==> src/rtl/mem_arb_pkg.sv <==
// Shared types and constants for the two-requester memory arbiter.
package mem_arb_pkg;
  typedef enum logic [1:0] {
    IDLE = 2'd0,
    REQ  = 2'd1,
    WAIT = 2'd2
  } arb_state_t;

  typedef enum logic {
    OWN_IFU = 1'b0,
    OWN_LSU = 1'b1
  } arb_owner_t;

  localparam logic [1:0] LEN_B = 2'b00;
  localparam logic [1:0] LEN_H = 2'b01;
  localparam logic [1:0] LEN_W = 2'b10;
endpackage

==> src/rtl/mem_arb_pick.sv <==
// Two-way grant selection. MEM_ARB_RR_EN selects round-robin tie-breaking
// (with a last-grant register); otherwise the LSU always wins a tie.
module mem_arb_pick
  import mem_arb_pkg::*;
(
  input  logic clk,
  input  logic rst,
  input  logic take,
  input  logic ifu_valid,
  input  logic lsu_valid,
  output logic grant_ifu,
  output logic grant_lsu
);
  logic tie_ifu;

`ifdef MEM_ARB_RR_EN
  arb_owner_t last;

  // Resets to LSU so that the first tie goes to the IFU.
  always_ff @(posedge clk) begin
    if (rst) begin
      last <= OWN_LSU;
    end else if (take && (ifu_valid || lsu_valid)) begin
      last <= grant_lsu ? OWN_LSU : OWN_IFU;
    end
  end

  assign tie_ifu = (last == OWN_LSU);
`else
  logic unused_ctl;
  assign unused_ctl = &{1'b0, clk, rst, take};
  assign tie_ifu    = 1'b0;
`endif

  always_comb begin
    grant_ifu = ifu_valid && (!lsu_valid || tie_ifu);
    grant_lsu = lsu_valid && !grant_ifu;
  end
endmodule

==> src/rtl/mem_arbiter.sv <==
// IFU/LSU arbiter for the single memory port, with a response watchdog.
// Optional round-robin tie-breaking via the MEM_ARB_RR_EN macro.
module mem_arbiter
  import mem_arb_pkg::*;
#(
  parameter int TIMEOUT = 256
) (
  input  logic        clk,
  input  logic        rst,
  input  logic        ifu_req_valid,
  input  logic [31:0] ifu_req_addr,
  output logic        ifu_req_ready,
  output logic        ifu_resp_valid,
  output logic [31:0] ifu_resp_data,
  input  logic        lsu_req_valid,
  input  logic [31:0] lsu_req_addr,
  input  logic        lsu_req_wen,
  input  logic [31:0] lsu_req_wdata,
  input  logic [1:0]  lsu_req_len,
  output logic        lsu_req_ready,
  output logic        lsu_resp_valid,
  output logic [31:0] lsu_resp_data,
  output logic        resp_err,
  output logic        mem_req_valid,
  output logic [31:0] mem_req_addr,
  output logic [31:0] mem_req_wdata,
  output logic        mem_req_wen,
  output logic [1:0]  mem_req_len,
  input  logic        mem_req_ready,
  input  logic        mem_resp_valid,
  input  logic [31:0] mem_resp_data
);
  localparam int CNT_W = $clog2(TIMEOUT);
  localparam logic [CNT_W-1:0] CNT_LAST = CNT_W'(TIMEOUT - 1);

  arb_state_t       state;
  arb_state_t       state_nx;
  arb_owner_t       owner;
  logic [CNT_W-1:0] cnt;
  logic             take;
  logic             grant_ifu;
  logic             grant_lsu;
  logic             done;

  assign take = (state == IDLE);
  assign done = mem_resp_valid || (cnt == CNT_LAST);

  mem_arb_pick u_pick (
    .clk       (clk),
    .rst       (rst),
    .take      (take),
    .ifu_valid (ifu_req_valid),
    .lsu_valid (lsu_req_valid),
    .grant_ifu (grant_ifu),
    .grant_lsu (grant_lsu)
  );

  assign ifu_req_ready = take && grant_ifu;
  assign lsu_req_ready = take && grant_lsu;
  assign mem_req_valid = (state == REQ);

  always_comb begin
    state_nx = state;
    unique case (state)
      IDLE:    if (grant_ifu || grant_lsu) state_nx = REQ;
      REQ:     if (mem_req_ready) state_nx = WAIT;
      WAIT:    if (done) state_nx = IDLE;
      default: state_nx = IDLE;
    endcase
  end

  always_ff @(posedge clk) begin
    if (rst) state <= IDLE;
    else     state <= state_nx;
  end

  // Request latch, watchdog and registered response pulse. A response in the
  // same cycle as the last watchdog count still wins over the timeout.
  always_ff @(posedge clk) begin
    if (rst) begin
      owner          <= OWN_IFU;
      mem_req_addr   <= '0;
      mem_req_wdata  <= '0;
      mem_req_wen    <= 1'b0;
      mem_req_len    <= '0;
      cnt            <= '0;
      ifu_resp_valid <= 1'b0;
      lsu_resp_valid <= 1'b0;
      resp_err       <= 1'b0;
      ifu_resp_data  <= '0;
      lsu_resp_data  <= '0;
    end else begin
      ifu_resp_valid <= 1'b0;
      lsu_resp_valid <= 1'b0;
      resp_err       <= 1'b0;
      unique case (state)
        IDLE: begin
          if (grant_lsu) begin
            owner         <= OWN_LSU;
            mem_req_addr  <= lsu_req_addr;
            mem_req_wdata <= lsu_req_wdata;
            mem_req_wen   <= lsu_req_wen;
            mem_req_len   <= lsu_req_len;
          end else if (grant_ifu) begin
            owner         <= OWN_IFU;
            mem_req_addr  <= ifu_req_addr;
            mem_req_wdata <= '0;
            mem_req_wen   <= 1'b0;
            mem_req_len   <= LEN_W;
          end
        end
        REQ: begin
          if (mem_req_ready) cnt <= '0;
        end
        WAIT: begin
          cnt <= cnt + CNT_W'(1);
          if (done) begin
            ifu_resp_valid <= (owner == OWN_IFU);
            lsu_resp_valid <= (owner == OWN_LSU);
            resp_err       <= !mem_resp_valid;
            if (owner == OWN_IFU) begin
              ifu_resp_data <= mem_resp_valid ? mem_resp_data : '0;
            end else begin
              lsu_resp_data <= (mem_resp_valid && !mem_req_wen) ? mem_resp_data : '0;
            end
          end
        end
        default: ;
      endcase
    end
  end
endmodule

==> config.mk <==
export PLATFORM = sky130hd
export DESIGN_NAME = mem_arbiter
export DESIGN_NICKNAME = d
export VERILOG_FILES = /design/src/rtl/mem_arb_pkg.sv /design/src/rtl/mem_arb_pick.sv /design/src/rtl/mem_arbiter.sv
export SDC_FILE = /design/constraint.sdc
export NUM_CORES = 1
export LEC_CHECK = 0
export ABC_AREA = 1
export CAP_MARGIN = 20
export CORE_MARGIN = 2
export CORE_UTILIZATION = 39
export CTS_BUF_LIST = sky130_fd_sc_hd__clkbuf_8 sky130_fd_sc_hd__clkbuf_16
export DETAILED_ROUTE_END_ITERATION = 10
export MAX_ROUTING_LAYER = met4
export PLACE_DENSITY = 0.83
export SYNTH_ARGS = -nofsm -noshare
export SYNTH_HDL_FRONTEND = slang
export SYNTH_HIERARCHICAL = 1
export SYNTH_SLANG_ARGS = --single-unit
==> constraint.sdc <==
create_clock -name clk -period 1.4 [get_ports clk]
set_input_delay 0.28 -clock clk [delete_from_list [all_inputs] [get_ports clk]]
set_output_delay 0.28 -clock clk [all_outputs]
set_load 0.01 [all_outputs]
-- Yosys cells after proc, flatten, opt, wreduce, memory -nomap -nowiden
Index checks and enable logic that the tools add are counted.
- register bits: 145
- bits of input ports: 137
- add/subtract/negate cells: 1
- equality and inequality tests: 6
- muxes and demuxes: 17
- bitwise operators: 3
- reduce and logical (&&, ||, !) cells: 20
- operators by type and width (kind ; number):
    $mux W32 ; 6
    $pmux W8 S2 ; 1
    $mux W2 ; 5
    $reduce_and A3 Y1 ; 3
    $add A8 B1 Y8 const B ; 1
    $eq A8 B8 Y1 const B ; 1
    $mux W8 ; 1
    $pmux W2 S3 ; 1
    $logic_and A1 B1 Y1 ; 5
    $logic_not A1 Y1 ; 4
    $ne A2 B1 Y1 const B ; 2
    $reduce_and A2 Y1 ; 2
    $reduce_bool A2 Y1 ; 2
    $mux W1 ; 3
    $not A1 Y1 ; 3
    $reduce_or A3 Y1 ; 1
    $eq A2 B1 Y1 const B ; 1
    $eq A2 B2 Y1 const B ; 1
    $logic_not A2 Y1 ; 1
    $logic_or A1 B1 Y1 ; 2
    $ne A2 B2 Y1 const B ; 1

-- Longest topological paths before layout
Gate-level depths: netlist of the first run.
- word-level depth: 7
- gate-level depth with buffers: 11
- depth with buffers taken out: 9

-- By module
The synthesis of the first run kept the hierarchy.
- modules (own cells, without submodules) (module ; instances ; cells each ; area each (sq um) ; seq. area each (sq um)):
    mem_arbiter ; 1 ; 967 ; 6640.1 ; 2902.8
    mem_arb_pick ; 1 ; 3 ; 11.3 ; 0.0

-- Least setup slack after synthesis of the first run
OpenSTA, ideal clock, no wires.
- path kind: register to register
- start point: reg cnt[0]
- end point: reg ifu_resp_data[13]
- arrival time: 1.306 ns
- required time: 1.290 ns
- path slack: -0.016 ns
- cell stages (with the launch flop): 11
- buffers on the path: 2
- cells stage by stage: dfxtp_1 ha_1 nand2_2 nor2_4 nand2_2 nand2_4 buf_4 buf_4 nand4_1 nand2_1 nor2_1
- word-level cells in the longest chain between the ends: 3
- RTL lines (item ; line ; RTL):
    start, declared ; mem_arbiter.sv:39 ; logic [CNT_W-1:0] cnt;
    start signal, assigned ; mem_arbiter.sv:116 ; cnt <= cnt + CNT_W'(1);
    $eq A8 B8 Y1 ; mem_arbiter.sv:46 ; assign done = mem_resp_valid || (cnt == CNT_LAST);
    $logic_or A1 B1 Y1 ; mem_arbiter.sv:46 ;
    $reduce_and A3 Y1 (no line) ; -- ;
    end signal, assigned ; mem_arbiter.sv:122 ; ifu_resp_data <= mem_resp_valid ? mem_resp_data : '0;
    end, declared ; mem_arbiter.sv:14 ; output logic [31:0] ifu_resp_data,
No other way between the ends.
A chain may end at the register's enable or synchronous reset.

-- Worst setup path in the final report of the first run
- start point: in ifu_req_valid
- end point: reg mem_req_addr[1]
- word-level cells in the longest chain between the ends: 5
- RTL lines (item ; line ; RTL):
    start, declared ; mem_arbiter.sv:10 ; input logic ifu_req_valid,
    $logic_and A1 B1 Y1 * ; mem_arb_pick.sv:36 ; grant_ifu = ifu_valid && (!lsu_valid || tie_ifu);
    named net grant_ifu ; mem_arbiter.sv:41 ; logic grant_ifu;
    $logic_not A1 Y1 ; mem_arb_pick.sv:37 ; grant_lsu = lsu_valid && !grant_ifu;
    $logic_and A1 B1 Y1 ; mem_arb_pick.sv:37 ;
    $reduce_bool A2 Y1 (no line) ; -- ;
    $reduce_and A2 Y1 (no line) ; -- ;
    end signal, assigned ; mem_arbiter.sv:100 ; mem_req_addr <= lsu_req_addr;
    end signal, assigned ; mem_arbiter.sv:106 ; mem_req_addr <= ifu_req_addr;
    end, declared ; mem_arbiter.sv:25 ; output logic [31:0] mem_req_addr,
The timed path passes the listed nets; every way through them passes the cells marked *.

==> results of run 1 <==
[metrics by stage]
step | instance area [µm²] | power [µW] | TNS, ns | hold WS [ns] | setup WS [ns]
after global routing | 11800 | 11600 | -19.08 | 0.278 | -0.291
after CTS | 10900 | 10700 | -9.85 | 0.225 | -0.200
after global placement | 9790 | 6310 | -33.00 | 0.446 | -0.464
final | 11800 | 11200 | -11.47 | 0.231 | -0.210
after detailed placement | 9790 | 6340 | -36.28 | 0.453 | -0.469
after floorplan | 6660 | 5300 | -0.220 | 0.422 | -0.00728
[registers in the layout, indices dropped and copies added, names as in the netlist]
| name | flops |
|---|---|
| ifu_resp_data | 32 |
| lsu_resp_data | 32 |
| mem_req_addr | 32 |
| mem_req_wdata | 32 |
| cnt | 8 |
| mem_req_len | 2 |
| state | 2 |
| ifu_resp_valid | 1 |
| lsu_resp_valid | 1 |
| mem_req_wen | 1 |
| owner | 1 |
| resp_err | 1 |
[power breakdown]
group | total (µW) | switching, µW | internal, µW | leakage (µW)
Combinational | 2400 | 1230 | 1170 | 0.00414
Clock | 4400 | 2030 | 2370 | 0.000267
Sequential | 4420 | 123 | 4300 | 0.00118
[worst paths after layout]
check,end,from,cells past startpoint
worst min-delay path,mem_req_len[1]$_SDFFE_PP0P_,rst,4
worst min register to register,mem_req_wdata[7]$_SDFFE_PP0P_,mem_req_wdata[7]$_SDFFE_PP0P_,2
worst max-delay path,mem_req_addr[1]$_SDFFE_PP0P_,ifu_req_valid,12
worst max register to register,ifu_resp_data[9]$_SDFFE_PP0P_,cnt[1]$_SDFFE_PP0P_,10
[layout by cell type (no fill, tap or decap), drive strengths merged]
cell type and n:
clkbuf 31, nor2 91, nand2 346, clkdlybuf4s15 9, mux2 32, dfxtp 145, buf 79, diode 1
o21ai 4, inv 150, clkdlybuf4s50 134, clkinv 4, a21oi 76, or2 1, ha 1, nand4 56
a211oi 2, dlygate4sd2 118, clkinvlp 3, nor4 1, nand3 6, dlymetal6s2s 1
[what timing repair did]
| item | CTS | global route |
|---|---|---|
| cloned | 11 | 8 |
| buffers inserted | 15 | 14 |
| gates resized for setup | 248 | 282 |
| pin swaps | 41 | 79 |
| setup endpoints to repair | 245 | 150 |
[cells by family (layout without fill, tap and decap cells)]
family / Yosys count / in the layout / synth area share (%)
compound gates: 82 / 82 / 6.25
fa+ha+maj: 1 / 1 / 0.188
other cells: 0 / 1 / 0
simple gates: 501 / 501 / 31.3
flops: 145 / 145 / 43.6
mux: 32 / 32 / 5.42
buf+inv: 209 / 529 / 13.2
[worst register-to-register path, stage by stage (launching register included)]
cell	delay [ns]
dfxtp_2	0.35
ha_4	0.15
nand2_4	0.06
nor2_4	0.11
nand2_4	0.09
nand2_8	0.10
nand3_4	0.10
buf_6	0.15
buf_12	0.15
nor2_1	0.14
nor2_1	0.09
[routing by layer]
layer  track usage (%)  wire length (µm)
met1              29.3              9650
met2              45.9             14200
met3              6.68              2480
met4              13.3              1180
met5                 -                 0
[area by class of cell]
type / count / area (µm²)
Multi-Input combinational cell: 616 / 3780
Inverter: 143 / 557
Clock inverter: 14 / 121
Antenna cell: 1 / 2.50
Timing Repair Buffer: 354 / 3690
Tap cell: 220 / 275
Clock buffer: 18 / 439
Fill cell: 1160 / 4870
Sequential cell: 145 / 2910
==> impl_metrics.sql, run 1 <==
INSERT INTO impl_metrics (metric_group, metric, value, unit) VALUES
('logic_synthesis', 'synth_top_cells_by_area', 'dfxtp_1 (44%), nand2_1 (19%), inv_1 (7.8%)', ''),
('clocking', 'cts.path.max_buffers', '2', ''),
('sta', 'fmax', '0.621', 'GHz'),
('sta', 'post-route-min-period', '1.61', 'ns'),
('floorplan', 'io_pins', '274', ''),
('worst_setup_path', 'ff2ff_setup_slack', '-0.21', 'ns'),
('sta', 'unrepaired_setup_endpoints_after_global_routing', 'true', ''),
('place', 'number_of_port_buffers', '273', ''),
('sta', 'max-slew-margin-rel', '50.3', '%'),
('worst_setup_path', 'critPathCaptureType', 'flip-flop', ''),
('place', 'gp_congestion', '0.877', ''),
('clocking', 'cts_num_sinks', '145', ''),
('grt', 'antenna_violations_before_repair', '0', ''),
('sta', 'layout_worst_path_cycle_share', '115', '%'),
('logic_synthesis', 'synth.lib_cells_used.distinct', '25', ''),
('floorplan', 'die_height', '135', 'µm'),
('floorplan', 'std_cell_rows', '47', ''),
('drt', 'drt-total-wl', '27.5', 'mm'),
('place', 'dp.final_hpwl', '16.1', 'mm'),
('drt', 'initialDrtViolationCount', '536', ''),
('final_layout', 'final_net_count', '1415', ''),
('grt', 'maximum_number_of_pins_on_one_net_before_global_route_repair', '50', ''),
('worst_setup_path', 'crit_path_cells', 'clkdlybuf4s50_1 -> inv_1 -> nor2_1 -> inv_1 -> nor2_2 -> buf_4 -> nor2_4 -> buf_12 -> clkinv_8 -> clkbuf_16 -> nand2_4 -> a21oi_2', ''),
('clocking', 'cts_tree', 'built', ''),
('logic_synthesis', 'yosys.area.top_type', 'dfxtp_1', ''),
('sta', 'timing.final.setup_violations', '119', ''),
('run_status', 'violated_checks', 'negative setup slack', ''),
('drt', 'firstDrtPassIters', '6', ''),
('clocking', 'cts-buffers-inserted', '17', ''),
('worst_setup_path', 'path_buf_inv', '7', ''),
('worst_setup_path', 'family_with_the_most_delay_on_the_worst_path', 'buffers and inverters', ''),
('drt', 'post_drt_via_cell_ratio', '5.18', ''),
('clocking', 'cts.hold.buffers_added', '0', ''),
('run_status', 'run_status', 'finished, violations left', ''),
('grt', 'groute.usage.overall', '26.9', '%'),
('worst_setup_path', 'arrival_time_of_data_at_the_critical_path_endpoint', '1.96', 'ns'),
('final_layout', 'fin_cells', '1511', ''),
('logic_synthesis', 'synth.yosys.seq_area_share', '43.6', '%'),
('final_layout', 'area_growth', '77.0', '%'),
('logic_synthesis', 'post_synth.cell_area_avg', '6.86', 'µm²'),
('logic_synthesis', 'postSynthNetCount', '1108', ''),
('worst_setup_path', 'crit_required', '1.75', 'ns'),
('sta', 'worst_pin_slew', '0.745', 'ns'),
('worst_setup_path', 'critical_path_peak_fanout', '8', ''),
('grt', 'overflow_left_after_global_routing', '0', ''),
('grt', 'grt_first_pass_wirelength', '36.8', 'mm'),
('sta', 'finalMaxSlewViolations', '0', ''),
('worst_setup_path', 'critical_path.startpoint_type', 'input pin', ''),
('logic_synthesis', 'yosysWarnings', '6', ''),
('drt', 'ant_nets', '0', ''),
('drt', 'drc_errors', '0', ''),
('sta', 'post-route-worst-setup-slack', '-0.210', 'ns'),
('min_path', 'worst_hold_path_type', 'in -> reg', ''),
('sta', 'finClkSkew', '0.0112', 'ns'),
('logic_synthesis', 'postSynth.topFlopCell', 'dfxtp_1', ''),
('floorplan', 'floorplan.core_area', '16600', 'µm²'),
('worst_setup_path', 'crit_path_max_incr_delay', '0.48', 'ns'),
('floorplan', 'initial_utilization', '40.0', '%'),
('floorplan', 'die_area', '18100', 'µm²'),
('power', 'power.density', '954', 'nW/µm²'),
('grt', 'first_global_vias', '7298', ''),
('logic_synthesis', 'netlist_instances', '970', ''),
('floorplan', 'die_width', '135', 'µm'),
('place', 'dp_cells', '1443', ''),
('power', 'peakVddDrop', '0.910', 'mV'),
('worst_setup_path', 'worst_path_max_delay_cell', 'clkdlybuf4s50_1', ''),
('clocking', 'clock_tree.htree_level_count', '4', ''),
('logic_synthesis', 'synth-edff-count', '0', ''),
('logic_synthesis', 'flip_flop_and_latch_count_after_synthesis', '145', ''),
('clocking', 'clock_insertion_delay_worst_skew', '0.43', 'ns'),
('logic_synthesis', 'synth.cells.most_frequent', 'nand2_1 (343), dfxtp_1 (145), inv_1 (138), nor2_1 (87), a21oi_1 (76)', '');
No activity file was read; power rests on OpenSTA's default activity.
==> run 2: changes to the inputs <==
RECOVER_POWER = 50   (was default)
==> run 2 against run 1 <==
  * Clock power about the same
  * Final cell count unchanged
  * Largest cell class unchanged
  * Clock skew increased by 0.0015 ns
  * The run still ends with negative setup slack left
  * Sequential cell count unchanged
  * Clock-buffer cell count unchanged
  * Sequential share of layout area about the same
  * Die area unchanged
==> impl_metrics.sql, run 2 (same netlist as run 1, synthesis figures left out) <==
INSERT INTO impl_metrics (metric_group, metric, value, unit) VALUES
('final_layout', 'multi_input_comb_area', '3770', 'µm²'),
('worst_setup_path', 'crit-reg2reg-capture', 'mem_req_addr[1]$_SDFFE_PP0P_', ''),
('floorplan', 'std_cell_rows', '47', ''),
('final_layout', 'fillCellCount', '1165', ''),
('clocking', 'cts.path.max_buffers', '2', ''),
('sta', 'unrepaired_setup_endpoints_after_global_routing', 'true', ''),
('power', 'power.density', '954', 'nW/µm²'),
('grt', 'first_global_vias', '7298', ''),
('power', 'power.clock.fraction', '39.2', '%'),
('drt', 'route.vias.total', '7790', ''),
('final_layout', 'final_cell_mix', 'nand2_1 (234), dfxtp_1 (139), clkdlybuf4s50_1 (134)', ''),
('final_layout', 'area_growth', '76.6', '%'),
('place', 'dpl_cell_area', '9790', 'µm²'),
('worst_setup_path', 'critical_path_peak_fanout', '8', ''),
('final_layout', 'post_route_cells_drive_above_1_share', '30.1', '%'),
('power', 'p_sw', '3380', 'µW'),
('place', 'dp.final_hpwl', '16.1', 'mm'),
('sta', 'hold_violations', '0', ''),
('sta', 'timing.final.setup_violations', '132', ''),
('drt', 'firstDrtPassIters', '8', ''),
('floorplan', 'initial_utilization', '40.0', '%'),
('power', 'p_seq_share', '39.4', '%'),
('sta', 'layout_worst_path_cycle_share', '121', '%'),
('run_status', 'run_status', 'finished, violations left', ''),
('clocking', 'register_clock_pin_slew_on_the_reported_worst_setup_and_hold_paths', '0.06', 'ns'),
('worst_setup_path', 'critical_path.startpoint_type', 'flip-flop', ''),
('worst_setup_path', 'criticalPathCategory', 'reg -> reg', ''),
('power', 'fin_total_pwr', '11200', 'µW'),
('final_layout', 'regArea', '2910', 'µm²'),
('sta', 'post-route-min-period', '1.70', 'ns'),
('sta', 'post-route-worst-setup-slack', '-0.297', 'ns'),
('final_layout', 'layout.cells.most_common', 'nand2_1', ''),
('drt', 'drt-total-wl', '27.4', 'mm'),
('worst_setup_path', 'ff2ff_setup_slack', '-0.30', 'ns'),
('worst_setup_path', 'arrival_time_of_data_at_the_critical_path_endpoint', '2.04', 'ns'),
('drt', 'wl_per_cell', '18.1', 'µm'),
('final_layout', 'final_net_count', '1415', ''),
('run', 'cap_violations', '0', ''),
('clocking', 'cts_tree', 'built', ''),
('floorplan', 'die_area', '18100', 'µm²'),
('power', 'power.switching_fraction', '30.1', '%'),
('worst_setup_path', 'rr_worst_depth', '10', ''),
('min_path', 'worst_hold_path_type', 'in -> reg', ''),
('drt', 'drc_errors', '0', ''),
('sta', 'finClkSkew', '0.0128', 'ns'),
('worst_setup_path', 'crit_path_max_incr_delay', '0.37', 'ns'),
('sta', 'max-slew-margin-rel', '50.1', '%'),
('sta', 'fmax', '0.589', 'GHz'),
('worst_setup_path', 'worst_path_max_delay_cell', 'dfxtp_4', ''),
('worst_setup_path', 'critPathCaptureType', 'flip-flop', ''),
('sta', 'finalMaxSlewViolations', '0', ''),
('run_status', 'violated_checks', 'negative setup slack', ''),
('place', 'number_of_port_buffers', '273', ''),
('power', 'power.internal', '7840', 'µW'),
('min_path', 'hold_start', 'rst', ''),
('floorplan', 'die_width', '135', 'µm'),
('grt', 'groute.usage.overall', '26.9', '%'),
('power', 'peakVddDrop', '0.913', 'mV'),
('final_layout', 'stdcell_area', '11700', 'µm²'),
('worst_setup_path', 'crit_required', '1.75', 'ns'),
('place', 'gp_congestion', '0.877', ''),
('place', 'dp_cells', '1443', ''),
('grt', 'maximum_number_of_pins_on_one_net_before_global_route_repair', '50', ''),
('sta', 'worst_pin_slew', '0.748', 'ns'),
('floorplan', 'floorplan.core_area', '16600', 'µm²'),
('drt', 'ant_nets', '0', ''),
('clocking', 'clock_tree.htree_level_count', '4', ''),
('clocking', 'cts_num_sinks', '145', ''),
('min_path', 'hold_end', 'mem_req_len[1]$_SDFFE_PP0P_', ''),
('power', 'p_leak', '0.00556', 'µW'),
('worst_setup_path', 'crit_path_cells', 'nor2_2 -> nand2_1 -> inv_2 -> buf_6 -> nor2_4 -> buf_12 -> clkinv_8 -> clkbuf_16 -> nand2_4 -> a21oi_2', ''),
('grt', 'overflow_left_after_global_routing', '0', ''),
('clocking', 'cts_root_buffer', 'clkbuf_16', ''),
('grt', 'grt_first_pass_wirelength', '36.8', 'mm'),
('grt', 'antenna_violations_before_repair', '0', ''),
('clocking', 'clock_insertion_delay_worst_skew', '0.44', 'ns'),
('power', 'comb_power_share', '21.3', '%'),
('drt', 'initialDrtViolationCount', '557', ''),
('floorplan', 'io_pins', '274', ''),
('clocking', 'cts-buffers-inserted', '17', ''),
('min_path', 'number_of_cells_traversed_by_the_worst_hold_path', '4', ''),
('final_layout', 'finalCoreUtilization', '70.6', '%'),
('sta', 'timing.setup.tns', '-15.60', 'ns'),
('drt', 'post_drt_via_cell_ratio', '5.16', ''),
('worst_setup_path', 'critical_path.reg2reg.startpoint', 'state[1]$_SDFFE_PP0P_', ''),
('floorplan', 'die_height', '135', 'µm'),
('final_layout', 'fin_cells', '1511', ''),
('clocking', 'cts.hold.buffers_added', '0', '');
run 2: cell types whose count changed in the layout (fill, tap and decap cells not counted):
cell / delta
clkbuf_1: +8
clkbuf_2: -7
buf_6: -1
inv_1: +1
inv_2: -1
nand2_1: +1
nand2_2: -1
nor2_2: +1
nor2_4: -1
run 2: timing repair:
| action | in CTS | in global routing |
|---|---|---|
| pin swaps | 41 | 79 |
| setup endpoints to repair | 245 | 150 |
| gates resized for setup | 248 | 282 |
| gates cloned | 11 | 8 |
| buffers inserted | 15 | 14 |
run 2: area by class of cell:
cell class	count	area share, %
Clock buffer	18	3.74
Antenna cell	1	0.0213
Multi-Input combinational cell	616	32.1
Clock inverter	14	1.03
Timing Repair Buffer	354	31.3
Sequential cell	145	24.8
Tap cell	220	2.34
Inverter	143	4.74
run 2: power groups by stage:
stage          clock [µW]  combinational [µW]  sequential (µW)
3_5_place_dp            0                1840             4490
2_1_floorplan           0                 745             4550
5_1_grt              4660                2520             4440
3_3_place_gp            0                1820             4490
6_report             4400                2390             4420
4_1_cts              4440                1840             4400
run 2: worst max-delay path by stage:
| stage | slack, ns | cells after the start | to | start |
|---|---|---|---|---|
| final | -0.30 | 10 | mem_req_addr[1]$_SDFFE_PP0P_ | state[1]$_SDFFE_PP0P_ |
| after CTS | -0.20 | 11 | lsu_resp_data[29]$_SDFFE_PP0P_ | cnt[0]$_SDFFE_PP0P_ |
| after floorplan | -0.007 | 10 | ifu_resp_data[13]$_SDFFE_PP0P_ | cnt[1]$_SDFFE_PP0P_ |
| after detailed placement | -0.47 | 5 | ifu_req_ready | lsu_req_valid |
| after global routing | -0.30 | 10 | mem_req_addr[1]$_SDFFE_PP0P_ | state[1]$_SDFFE_PP0P_ |
| after global placement | -0.46 | 6 | ifu_req_ready | ifu_req_valid |
run 2: per-stage QoR:
step,setup slack [ns],hold WS [ns]
4_1_cts,-0.200,0.225
6_report,-0.297,0.229
3_3_place_gp,-0.464,0.446
3_5_place_dp,-0.469,0.453
5_1_grt,-0.302,0.278
2_1_floorplan,-0.00728,0.422
run 2: critical path: cells and delay by family, from the launching register on:
kind | cells | cell delay (ns)
buffers and inverters | 5 | 0.64
AO/OA/AOI/OAI | 1 | 0.17
AND/OR/NAND/NOR | 4 | 0.42
flip-flops | 1 | 0.37
run 2: metal layers:
| metal | routed length, µm | global-route usage, % |
|---|---|---|
| met1 | 9720 | 29.3 |
| met2 | 14100 | 45.9 |
| met3 | 2390 | 6.68 |
| met4 | 1190 | 13.3 |
| met5 | 0 | - |
==> run 3: changes to the inputs <==
CTS_CLUSTER_SIZE = 28   (was default)
MAX_ROUTING_LAYER = default   (was met4)
==> run 3 against run 2 <==
  * The run still ends with negative setup slack left
  * Via count is 1.1% lower
  * First-iteration DRC count grew 1.4%
  * Sequential cell count unchanged
  * Clock skew is 0.0032 ns higher
  * Setup slack better by 0.10 ns
  * Critical endpoint is now mem_req_addr[14]$_SDFFE_PP0P_
==> impl_metrics.sql, run 3 (same netlist as run 1, synthesis figures left out) <==
INSERT INTO impl_metrics (metric_group, metric, value, unit) VALUES
('drt', 'drt-total-wl', '26.9', 'mm'),
('power', 'power.internal', '7840', 'µW'),
('drt', 'drc_errors', '0', ''),
('sta', 'timing.final.setup_violations', '126', ''),
('grt', 'overflow_left_after_global_routing', '0', ''),
('clocking', 'cts_root_buffer', 'clkbuf_16', ''),
('sta', 'fmax', '0.628', 'GHz'),
('place', 'post-place-ws', '-0.469', 'ns'),
('final_layout', 'final_cell_mix', 'nand2_1 (233), dfxtp_1 (139), clkdlybuf4s50_1 (134)', ''),
('grt', 'first_global_vias', '7289', ''),
('clocking', 'cts.path.max_buffers', '2', ''),
('power', 'p_sw', '3340', 'µW'),
('final_layout', 'antenna_cells_inserted', '0', ''),
('place', 'number_of_port_buffers', '273', ''),
('power', 'fin_total_pwr', '11200', 'µW'),
('sta', 'layout_worst_path_cycle_share', '114', '%'),
('sta', 'post-route-min-period', '1.59', 'ns'),
('clocking', 'cts-buffers-inserted', '17', ''),
('worst_setup_path', 'ff2ff_setup_slack', '-0.19', 'ns'),
('run', 'cap_violations', '0', ''),
('sta', 'worst_pin_slew', '0.759', 'ns'),
('power', 'p_leak', '0.00555', 'µW'),
('worst_setup_path', 'criticalPathCategory', 'reg -> reg', ''),
('min_path', 'hold_end', 'mem_req_len[1]$_SDFFE_PP0P_', ''),
('floorplan', 'initial_utilization', '40.0', '%'),
('floorplan', 'die_width', '135', 'µm'),
('final_layout', 'finalCoreUtilization', '70.7', '%'),
('grt', 'antenna_violations_before_repair', '0', ''),
('worst_setup_path', 'crit_path_max_incr_delay', '0.37', 'ns'),
('worst_setup_path', 'rr_worst_depth', '10', ''),
('clocking', 'cts_num_sinks', '145', ''),
('sta', 'finClkSkew', '0.0159', 'ns'),
('clocking', 'cts.hold.buffers_added', '0', ''),
('sta', 'unrepaired_setup_endpoints_after_global_routing', 'true', ''),
('floorplan', 'die_area', '18100', 'µm²'),
('final_layout', 'final_net_count', '1415', ''),
('final_layout', 'area_growth', '76.8', '%'),
('min_path', 'hold_start', 'rst', ''),
('sta', 'hold_violations', '0', ''),
('clocking', 'clock_tree.htree_level_count', '4', ''),
('worst_setup_path', 'critPathCaptureType', 'flip-flop', ''),
('grt', 'grt_first_pass_wirelength', '36.9', 'mm'),
('power', 'peakVddDrop', '0.891', 'mV'),
('worst_setup_path', 'crit-reg2reg-capture', 'mem_req_addr[14]$_SDFFE_PP0P_', ''),
('clocking', 'register_clock_pin_slew_on_the_reported_worst_setup_and_hold_paths', '0.07', 'ns'),
('sta', 'post-route-worst-setup-slack', '-0.194', 'ns'),
('floorplan', 'floorplan.core_area', '16600', 'µm²'),
('power', 'power.clock.fraction', '39.1', '%'),
('power', 'power.switching_fraction', '29.9', '%'),
('drt', 'firstDrtPassIters', '5', ''),
('worst_setup_path', 'worst_path_max_delay_cell', 'dfxtp_4', ''),
('sta', 'max-slew-margin-rel', '49.4', '%'),
('worst_setup_path', 'critical_path.reg2reg.startpoint', 'state[1]$_SDFFE_PP0P_', ''),
('power', 'power.density', '950', 'nW/µm²'),
('sta', 'finalMaxSlewViolations', '0', ''),
('min_path', 'number_of_cells_traversed_by_the_worst_hold_path', '4', ''),
('clocking', 'cts_tree', 'built', ''),
('worst_setup_path', 'arrival_time_of_data_at_the_critical_path_endpoint', '1.95', 'ns'),
('grt', 'groute.usage.overall', '26.2', '%'),
('power', 'p_seq_share', '39.6', '%'),
('place', 'dp.final_hpwl', '16.1', 'mm'),
('run_status', 'violated_checks', 'negative setup slack', ''),
('worst_setup_path', 'critical_path_peak_fanout', '8', ''),
('grt', 'maximum_number_of_pins_on_one_net_before_global_route_repair', '50', ''),
('worst_setup_path', 'crit_required', '1.75', 'ns'),
('power', 'comb_power_share', '21.3', '%'),
('drt', 'initialDrtViolationCount', '565', ''),
('worst_setup_path', 'critical_path.startpoint_type', 'flip-flop', ''),
('drt', 'route.vias.total', '7704', ''),
('drt', 'wl_per_cell', '17.8', 'µm'),
('run_status', 'run_status', 'finished, violations left', ''),
('sta', 'timing.hold.ws', '0.237', 'ns'),
('floorplan', 'io_pins', '274', ''),
('worst_setup_path', 'crit_path_cells', 'nor2_2 -> nand2_1 -> inv_2 -> buf_6 -> nor2_4 -> buf_12 -> clkinv_8 -> clkbuf_16 -> nand2_4 -> a21oi_2', ''),
('final_layout', 'post_route_cells_drive_above_1_share', '30.6', '%'),
('drt', 'ant_nets', '0', ''),
('place', 'gp_congestion', '0.863', ''),
('drt', 'post_drt_via_cell_ratio', '5.10', ''),
('final_layout', 'layout.cells.most_common', 'nand2_1', ''),
('floorplan', 'die_height', '135', 'µm'),
('min_path', 'worst_hold_path_type', 'in -> reg', ''),
('floorplan', 'std_cell_rows', '47', ''),
('clocking', 'clock_insertion_delay_worst_skew', '0.43', 'ns');
[run 3: worst max path at each step]
stage                     startpoint                        endpoint  slack, ns  cells after the start
2_1_floorplan    cnt[1]$_SDFFE_PP0P_  ifu_resp_data[13]$_SDFFE_PP0P_     -0.007                     10
3_5_place_dp           lsu_req_valid                   ifu_req_ready      -0.47                      5
4_1_cts          cnt[0]$_SDFFE_PP0P_  lsu_resp_data[29]$_SDFFE_PP0P_      -0.20                     11
5_1_grt          cnt[1]$_SDFFE_PP0P_   lsu_resp_data[8]$_SDFFE_PP0P_      -0.27                     11
3_3_place_gp           ifu_req_valid                   ifu_req_ready      -0.46                      6
6_report       state[1]$_SDFFE_PP0P_   mem_req_addr[14]$_SDFFE_PP0P_      -0.19                     10
[run 3: timing repair]
| item | 4_1_cts | 5_1_grt |
|---|---|---|
| endpoints found under the setup margin | 245 | 150 |
| setup buffers | 15 | 14 |
| gates cloned | 11 | 8 |
| pin swaps | 41 | 82 |
| gates resized for setup | 248 | 292 |
[run 3: critical path, delay by kind of cell (launching register included)]
family,cells,cell delay (ns)
AOI/OAI and AO/OA,1,0.12
buffers and inverters,5,0.64
DFF,1,0.37
and+or+nand+nor,4,0.40
[run 3: per-stage QoR]
step / cell area [µm²] / std cells / setup TNS (ns)
5_1_grt: 11800 / 1510 / -22.67
3_5_place_dp: 9790 / 1443 / -36.28
4_1_cts: 10900 / 1498 / -9.85
2_1_floorplan: 6660 / 970 / -0.220
6_report: 11800 / 1510 / -13.67
3_3_place_gp: 9790 / 1443 / -33.00
[run 3: final cells by class]
cell class              count  area [µm²]
fillers                  1176        4880
flip-flops and latches    145        2910
clock buffers              18         439
multi-input cells         616        3790
clock inverters            14         121
well taps                 220         275
repair buffers            354        3660
inverters                 143         557
[run 3: metal layers]
layer / up-vias / part of all wire, % / track usage (%)
met5: - / 0 / 0
met4: 0 / 4.6 / 13.1
met3: 97 / 9.3 / 7.55
met1: 3572 / 34 / 28.8
met2: 434 / 52 / 46.2
li1: 3601 / - / -
[run 3: power by group through the flow]
stage	registers [µW]	clock network, µW	logic (µW)
final	4420	4370	2380
after global routing	4440	4640	2520
after CTS	4400	4440	1840
after detailed placement	4490	0	1840
after global placement	4490	0	1820
after floorplan	4550	0	745
